$ cat src/rtl/uart_tx_port.sv
// Memory-mapped 8N1 UART transmitter: 4-byte register window, 8-entry byte FIFO and
// a start/data/stop shift FSM with a level interrupt on "idle and drained".
module uart_tx_port #(
    parameter logic [15:0] BASE_ADDR    = 16'hD000,
    parameter int unsigned CLKS_PER_BIT = 16
) (
    input  logic        clk,
    input  logic        rst,
    input  logic [15:0] address,
    input  logic        read_write,
    input  logic [7:0]  data_write,
    output logic [7:0]  data_read,
    output logic        selected,
    output logic        tx,
    output logic        irq
);

    localparam logic [15:0] BIT_LAST = 16'(CLKS_PER_BIT - 1);

    typedef enum logic [1:0] {
        StIdle,
        StStart,
        StData,
        StStop
    } state_t;

    state_t      r_state, w_state_nx;
    logic [15:0] r_timer, w_timer_nx;
    logic [2:0]  r_idx, w_idx_nx;
    logic [7:0]  r_shift, w_shift_nx;
    logic        r_tx, w_tx_nx;

    logic [7:0]  r_mem [8];
    logic [2:0]  r_wptr, r_rptr;
    logic [3:0]  r_count, w_count_nx;
    logic        r_ovf;
    logic [1:0]  r_ctrl;
    logic        r_irq;

    logic        w_wr, w_push, w_push_ok, w_pop, w_can_pop;
    logic        w_empty, w_full, w_busy;

    assign selected  = (address[15:2] == BASE_ADDR[15:2]);
    assign w_wr      = selected & ~read_write;
    assign w_push    = w_wr & (address[1:0] == 2'd0);
    assign w_empty   = (r_count == 4'd0);
    assign w_full    = (r_count == 4'd8);
    assign w_push_ok = w_push & ~w_full;
    assign w_busy    = (r_state != StIdle);
    assign w_can_pop = r_ctrl[0] & ~w_empty;

    always_comb begin
        w_state_nx = r_state;
        w_timer_nx = r_timer;
        w_idx_nx   = r_idx;
        w_shift_nx = r_shift;
        w_pop      = 1'b0;
        unique case (r_state)
            StIdle: begin
                if (w_can_pop) begin
                    w_pop      = 1'b1;
                    w_shift_nx = r_mem[r_rptr];
                    w_timer_nx = BIT_LAST;
                    w_state_nx = StStart;
                end
            end
            StStart: begin
                if (r_timer == 16'd0) begin
                    w_timer_nx = BIT_LAST;
                    w_idx_nx   = 3'd0;
                    w_state_nx = StData;
                end else begin
                    w_timer_nx = r_timer - 16'd1;
                end
            end
            StData: begin
                if (r_timer == 16'd0) begin
                    w_timer_nx = BIT_LAST;
                    if (r_idx == 3'd7) begin
                        w_state_nx = StStop;
                    end else begin
                        w_shift_nx = {1'b0, r_shift[7:1]};
                        w_idx_nx   = r_idx + 3'd1;
                    end
                end else begin
                    w_timer_nx = r_timer - 16'd1;
                end
            end
            StStop: begin
                if (r_timer == 16'd0) begin
                    // Chain straight into the next start bit when more data is waiting.
                    if (w_can_pop) begin
                        w_pop      = 1'b1;
                        w_shift_nx = r_mem[r_rptr];
                        w_timer_nx = BIT_LAST;
                        w_state_nx = StStart;
                    end else begin
                        w_state_nx = StIdle;
                    end
                end else begin
                    w_timer_nx = r_timer - 16'd1;
                end
            end
            default: w_state_nx = StIdle;
        endcase

        unique case (w_state_nx)
            StStart: w_tx_nx = 1'b0;
            StData:  w_tx_nx = w_shift_nx[0];
            default: w_tx_nx = 1'b1;
        endcase
    end

    always_comb begin
        w_count_nx = r_count;
        unique case ({w_push_ok, w_pop})
            2'b10:   w_count_nx = r_count + 4'd1;
            2'b01:   w_count_nx = r_count - 4'd1;
            default: w_count_nx = r_count;
        endcase
    end

    always_ff @(posedge clk or posedge rst) begin
        if (rst) begin
            r_state <= StIdle;
            r_timer <= 16'd0;
            r_idx   <= 3'd0;
            r_shift <= 8'h00;
            r_tx    <= 1'b1;
            r_wptr  <= 3'd0;
            r_rptr  <= 3'd0;
            r_count <= 4'd0;
            r_ovf   <= 1'b0;
            r_ctrl  <= 2'b01;
            r_irq   <= 1'b0;
        end else begin
            r_state <= w_state_nx;
            r_timer <= w_timer_nx;
            r_idx   <= w_idx_nx;
            r_shift <= w_shift_nx;
            r_tx    <= w_tx_nx;
            r_count <= w_count_nx;
            if (w_push_ok) r_wptr <= r_wptr + 3'd1;
            if (w_pop)     r_rptr <= r_rptr + 3'd1;
            if (w_push && w_full) begin
                r_ovf <= 1'b1;
            end else if (w_wr && address[1:0] == 2'd1 && data_write[7]) begin
                r_ovf <= 1'b0;
            end
            if (w_wr && address[1:0] == 2'd2) r_ctrl <= data_write[1:0];
            r_irq <= r_ctrl[1] & w_empty & ~w_busy;
        end
    end

    always_ff @(posedge clk) begin
        if (w_push_ok) r_mem[r_wptr] <= data_write;
    end

    always_comb begin
        data_read = 8'h00;
        if (selected) begin
            unique case (address[1:0])
                2'd1:    data_read = {r_ovf, r_count, w_busy, w_full, w_empty};
                2'd2:    data_read = {6'b0, r_ctrl};
                default: data_read = 8'h00;
            endcase
        end
    end

    assign tx  = r_tx;
    assign irq = r_irq;

endmodule
$ cat config.mk
export PLATFORM = sky130hd
export DESIGN_NAME = uart_tx_port
export DESIGN_NICKNAME = d
export VERILOG_FILES = /design/src/rtl/uart_tx_port.sv
export SDC_FILE = /design/constraint.sdc
export NUM_CORES = 1
export LEC_CHECK = 0
export ABC_CLOCK_PERIOD_IN_PS = 3950
export BUFFER_PORTS_ARGS = -buffer_cell sky130_fd_sc_hd__buf_2
export CORE_AREA = 2 2 96 98
export DETAILED_ROUTE_END_ITERATION = 10
export DIE_AREA = 0 0 98 100
export PLACE_DENSITY_LB_ADDON = 0.08
export SYNTH_ARGS = -nofsm -noshare
export SYNTH_HDL_FRONTEND = slang
export SYNTH_SLANG_ARGS = --single-unit
$ cat constraint.sdc
create_clock -name clk -period 3.95 [get_ports clk]
set_input_delay 0.9875 -clock clk [delete_from_list [all_inputs] [get_ports clk]]
set_output_delay 0.9875 -clock clk [all_outputs]
set_load 0.02 [all_outputs]
After elaboration in Yosys (flattened, before gate mapping) --
Memory sizes are Yosys's and may differ from the RTL's. Cells that the tools add are included.
Operators by class: add/sub/neg operators 6, multipliers 0, divide/modulo/power cells 0, order comparisons 0, equal/unequal tests 16, shifts and indexed selects 0, muxes and demuxes 31, bitwise logic cells 10, reductions and logical operators 16
Operator list (count):
- $mux 16 | 3
- $pmux 16 s3 | 1
- $mux 8 | 5
- $pmux 8 s3 | 1
- $logic_not 16->1 | 1
- $pmux 8 s2 | 1
- $sub 16x1->16 const B | 1
- $eq 14x14->1 const B | 1
- $eq 2x2->1 const B | 5
- $mux 2 | 5
- $add 3x1->3 const B | 3
- $mux 3 | 3
- $eq 2x1->1 const B | 4
- $ne 2x2->1 const B | 4
- $pmux 2 s4 | 1
- $pmux 4 s2 | 1
- $reduce_and 4->1 | 2
- $reduce_bool 2->1 | 4
- $mux 1 | 7
- $and 1x1->1 | 6
- $pmux 3 s2 | 1
- $add 4x1->4 const B | 1
- $eq 4x4->1 const B | 1
- $logic_and 1x1->1 | 4
- other kinds (8) | 13
Storage, ports and cells: flip-flop bits (word level) 44, latch bits 0, memory bits (writable) 64, memory bits (read-only) 0, input bits 27, output and inout bits 11, logic and storage cells 92, memories 1
Memories:
- r_mem | words 8, bits a word 8, rd ports 1, clocked after Yosys merged registers in 0, wr ports 1, RTL line 33 | logic [7:0] r_mem [8];

Depth between registers and ports, before layout --
depth in word-level cells 8, depth in mapped cells 14, depth with buffers taken out 13

Worst setup path before layout --
No wires, ideal clock.
path type in2reg, from in address[6], to reg r_count[3], setup time 125 ps, arrival time 3264 ps, required time 3825 ps, setup slack 561 ps, stages on the path 13, cells stage by stage nor4_1 > and4_1 > buf_2 > nand3b_1 > a21oi_1 > inv_1 > ha_1 > ha_1 > a21o_1 > a21oi_1 > xnor2_1 > nor2_1 > xor2_1
On the way: longest elaborated chain between the ends 6, elaborated cells between the ends (all ways) 8, classes of those cells eq/ne (3); mux (1); bitwise (3); reduce/logical (1)
RTL lines:
- from (decl) | RTL line 9 | input logic [15:0] address,
- $eq 14x14->1 (*) | RTL line 43 | assign selected = (address[15:2] == BASE_ADDR[15:2]);
- net selected | RTL line 13 | output logic selected,
- $and 1x1->1 (*) | RTL line 44 | assign w_wr = selected & ~read_write;
- $and 1x1->1 (*) | RTL line 45 | assign w_push = w_wr & (address[1:0] == 2'd0);
- $and 1x1->1 (*) | RTL line 48 | assign w_push_ok = w_push & ~w_full;
- $eq 2x1->1 or $eq 2x2->1 (tied branches) | RTL line 116 | unique case ({w_push_ok, w_pop})
- $pmux 4 s2 or $reduce_bool 2->1 (tied branches)
- to (signal assigned) | RTL line 142 | r_count <= w_count_nx;
- to (decl) | RTL line 35 | logic [3:0] r_count, w_count_nx;
Mark *: on every way through the listed nets, which the timed path passes. The rest lies on a longest branch. A chain may end at the register's enable or synchronous reset.

Worst setup path in the final report --
from reg r_timer[0], to reg r_count[3]
On the way: longest elaborated chain between the ends 5, elaborated cells between the ends (all ways) 7, classes of those cells eq/ne (2); mux (3); reduce/logical (2)
RTL lines:
- from (decl) | RTL line 28 | logic [15:0] r_timer, w_timer_nx;
- from (signal assigned) | RTL line 138 | r_timer <= w_timer_nx;
- $logic_not 16->1 (*) | RTL line 90 | if (r_timer == 16'd0) begin
- $mux 1 (*) | RTL line 90
- $pmux 1 s2 (*) | RTL line 58 | unique case (r_state)
- net w_pop | RTL line 40 | logic w_wr, w_push, w_push_ok, w_pop, w_can_pop;
- $eq 2x1->1 or $eq 2x2->1 (tied branches) | RTL line 116
- $pmux 4 s2 or $reduce_bool 2->1 (tied branches)
Marks and branches as above.

==> impl_metrics.py <==
metrics = {
    "status": {
        "status": "completed",
    },
    "critical_path": {
        "r2r_slack_ns": 0.72,
        "start_kind": "flip-flop",
        "critical_path_peak_fanout": 4,
        "r2r_end": "r_count[3]",
        "criticalPathCategory": "reg2reg",
        "critPathCaptureType": "flip-flop",
        "startpoint": "r_timer[0]",
        "cpMostUsedCell": "ha_1",
        "worstPathRequired_ns": 4.21,
        "cpPeakStageDelay_ns": 0.43,
        "r2r_start": "r_timer[0]",
        "cp_top_family": "simple AND/OR/NAND/NOR gates",
        "ff2ff_path_depth": 13,
        "arrival_ns": 3.49,
        "cp_slowest_cell": "dfrtp_1",
        "path_depth": 13,
        "crit_end": "r_count[3]",
        "critPathBufInv": 1,
        "crit_chain": "inv_1, ha_1, nor3b_1, and4_1, a21oi_1, nor3_2, ha_1, ha_1, a21o_1, a21oi_1, xnor2_1, nor2_1, xor2_1",
    },
    "logic_synthesis": {
        "synth_seq_cells": 108,
        "syn_avg_cell_area_um2": 12.8,
        "yosysSeqAreaShare": 0.584,
        "synth_cells": 405,
        "ys_types": 60,
        "synth-main-ff-cell": "edfxtp_1",
        "syn_nets": 449,
        "synth_edf_count": 64,
        "syn_area_um2": 5180,
        "ys_warn_count": 0,
        "async_flop_share": 0.407,
    },
    "routing": {
        "drc": 0,
        "routed-wl-met3_um": 218,
        "ant_nets": 0,
        "met2WireLength_um": 5030,
        "wl_per_cell_um": 17.6,
        "drt-initial-drc-count": 149,
        "totalWireLength_um": 9950,
        "first_pass_iters": 4,
        "routedLengthMet1_um": 4600,
        "viasPerCell": 5.85,
        "routed-via-count": 3304,
        "highest_layer": "met4",
    },
    "worst_hold_path": {
        "min-delay-path-class": "reg2reg",
        "holdPathStages": 1,
    },
    "cts": {
        "post_cts_buffers": 0,
        "clock_sinks": 108,
        "clkLatencyLatePin_ns": 0.38,
        "cts-buffers-inserted": 9,
        "tritoncts": "built",
        "clk_pin_slew_ns": 0.11,
        "htree_levels": 3,
        "holdBufCountCts": 0,
        "cts_buffer_depth": 2,
        "root_buffer": "clkbuf_8",
        "post_cts_resize_count": 0,
    },
    "run": {
        "cap_violations": 0,
    },
    "finish": {
        "diodes": 0,
        "area_growth_pct": 10.5,
        "final.fill_count": 695,
        "stdcell_count": 565,
        "finalNetCount": 493,
        "drive_gt1_frac": 0.222,
        "fin_util": 0.643,
    },
    "floorplanning": {
        "die_y_um": 100,
        "fp.dieArea_um2": 9800,
        "die_w_um": 98,
        "rows": 35,
        "start_util": 0.582,
        "io_pins": 38,
        "core_area_um2": 8890,
    },
    "sta": {
        "slew_headroom": 0.379,
        "setup_tns_ns": 0,
        "layout_min_cycle_time_ns": 3.23,
        "fmax_mhz": 309,
        "clock_skew_ns": 0.0134,
        "fin_crit_sh": 0.818,
        "hold_violations": 0,
        "drv_slew": 0,
        "worstMarginPinSlew_ns": 0.931,
        "final-setup-viol-count": 0,
        "timing.final.ws_setup_ns": 0.718,
        "grt_setup_unrepaired": "false",
    },
    "pwr": {
        "power_switching_w": 0.000473,
        "clock_power_share": 0.347,
        "combPwrFrac": 0.036,
        "powerDensity_nw_per_um2": 340,
        "p_leak_nw": 2.31,
        "ir_drop_uv": 261,
        "seq_power_share": 0.617,
        "power.total_w": 0.00195,
        "p_int_w": 0.00147,
        "p_sw_frac": 0.243,
    },
    "placement": {
        "dp.cells": 549,
        "hpwl_um": 6800,
        "place.port_buffers": 37,
        "routabilityCongestion": 0.805,
        "dpl_worst_slack_ns": 0.512,
    },
    "grt": {
        "gr-total-overflow": 0,
        "grt_pass1_wl_um": 16800,
        "grt_pass1_vias": 3288,
        "grt_util_all_layers": 0.218,
        "antenna_found_initial": 0,
        "grt_max_degree": 45,
    },
}
synthesized netlist by cell type (all sizes together), types with 2 or more instances:
| master | instances | area (um2) |
|---|---|---|
| o21ai | 29 | 145 |
| nand2b | 6 | 40.0 |
| buf | 8 | 45.0 |
| nand4 | 2 | 12.5 |
| nor3b | 2 | 15.0 |
| a21oi | 15 | 78.8 |
| nand2 | 49 | 184 |
| edfxtp | 64 | 1920 |
| nor2b | 2 | 12.5 |
| nor3 | 9 | 50.1 |
| and3 | 6 | 37.5 |
| inv | 15 | 56.3 |
| and2 | 4 | 25.0 |
| nand3b | 3 | 22.5 |
| a22oi | 8 | 60.1 |
| ha | 16 | 200 |
| dfstp | 2 | 52.6 |
| o31ai | 2 | 15.0 |
| mux2i | 9 | 90.1 |
| dfrtp | 42 | 1050 |
| a2111oi | 2 | 23.8 |
| mux4 | 16 | 360 |
| nor4 | 7 | 65.1 |
| nand3 | 4 | 25.0 |
| nor2 | 28 | 105 |
| mux2 | 6 | 67.6 |
| and4 | 2 | 17.5 |
| or3 | 4 | 25.0 |
| o22a | 4 | 35.0 |
| o41ai | 4 | 53.8 |
| a31oi | 2 | 27.5 |
| xor2 | 4 | 35.0 |
| xnor2 | 5 | 43.8 |
| clkbuf | 8 | 30.0 |
| a21o | 2 | 15.0 |
worst min path at each step:
| stage | slack (ns) | startpoint | end |
|---|---|---|---|
| floorplan | 0.44 | r_shift[7] | r_shift[6] |
| detailed placement | 0.47 | r_shift[7] | r_shift[6] |
| global placement | 0.46 | r_timer[15] | r_timer[15] |
| CTS | 0.49 | r_timer[15] | r_timer[15] |
| global route | 0.50 | r_timer[15] | r_timer[15] |
| finish | 0.49 | r_timer[15] | r_timer[15] |
layout by cell type (no fill, tap or decap), types with 9 or more instances in the layout:
cell type and n:
edfxtp_1 64, nand2_1 49, dfrtp_1 42, buf_2 37, nor2_1 28, o21ai_0 28, mux4_2 16, ha_1 16
a21oi_1 14, inv_1 14, buf_4 12, mux2i_1 9, clkbuf_8 9
logic make-up (layout without fill, tap and decap cells):
group           Yosys count  in the layout  synth area share
compound gates           76             76             0.102
xor+xnor                  9              9            0.0152
flops                   108            108             0.584
mux                      31             31             0.100
buf+inv                  31             80            0.0254
fa+ha+maj                17             17            0.0425
simple gates            133            133             0.131
metal layers:
metal / GRT usage / vias up
met2: 0.370 / 41
met1: 0.294 / 1657
li1: - / 1597
met3: 0.0376 / 9
met4: 0.0630 / 0
met5: 0 / -
state kept, by name, summed over array words and instances, names as in the netlist:
register and count:
irq 1, r_wptr 3, r_mem 64, r_shift 8, r_ctrl 2, r_ovf 1
r_idx 3, r_count 4, r_timer 16, r_state 2, tx 1, r_rptr 3
area by class of cell:
type / instances / area (um2) / area share
Clock inverter: 7 / 80.1 / 0.0140
Inverter: 15 / 56.3 / 0.00984
Timing Repair Buffer: 49 / 275 / 0.0481
Tap cell: 111 / 139 / 0.0243
Sequential cell: 108 / 3030 / 0.529
Clock buffer: 9 / 124 / 0.0217
Multi-Input combinational cell: 266 / 2020 / 0.353
power by group through the flow:
| stage | clock network (W) | registers (W) | logic (W) |
|---|---|---|---|
| global placement | 0 | 0.00122 | 0.0000679 |
| floorplan | 0 | 0.00122 | 0.0000408 |
| global route | 0.000733 | 0.00120 | 0.0000806 |
| detailed placement | 0 | 0.00123 | 0.0000716 |
| CTS | 0.000693 | 0.00120 | 0.0000719 |
| finish | 0.000676 | 0.00120 | 0.0000709 |
stage by stage:
step | hold slack (ns) | cell area, um2
2_1_floorplan | 0.440 | 5180
3_3_place_gp | 0.456 | 5520
3_5_place_dp | 0.465 | 5520
4_1_cts | 0.489 | 5720
5_1_grt | 0.503 | 5720
6_report | 0.486 | 5720
Power figures use the tool's default switching activity.
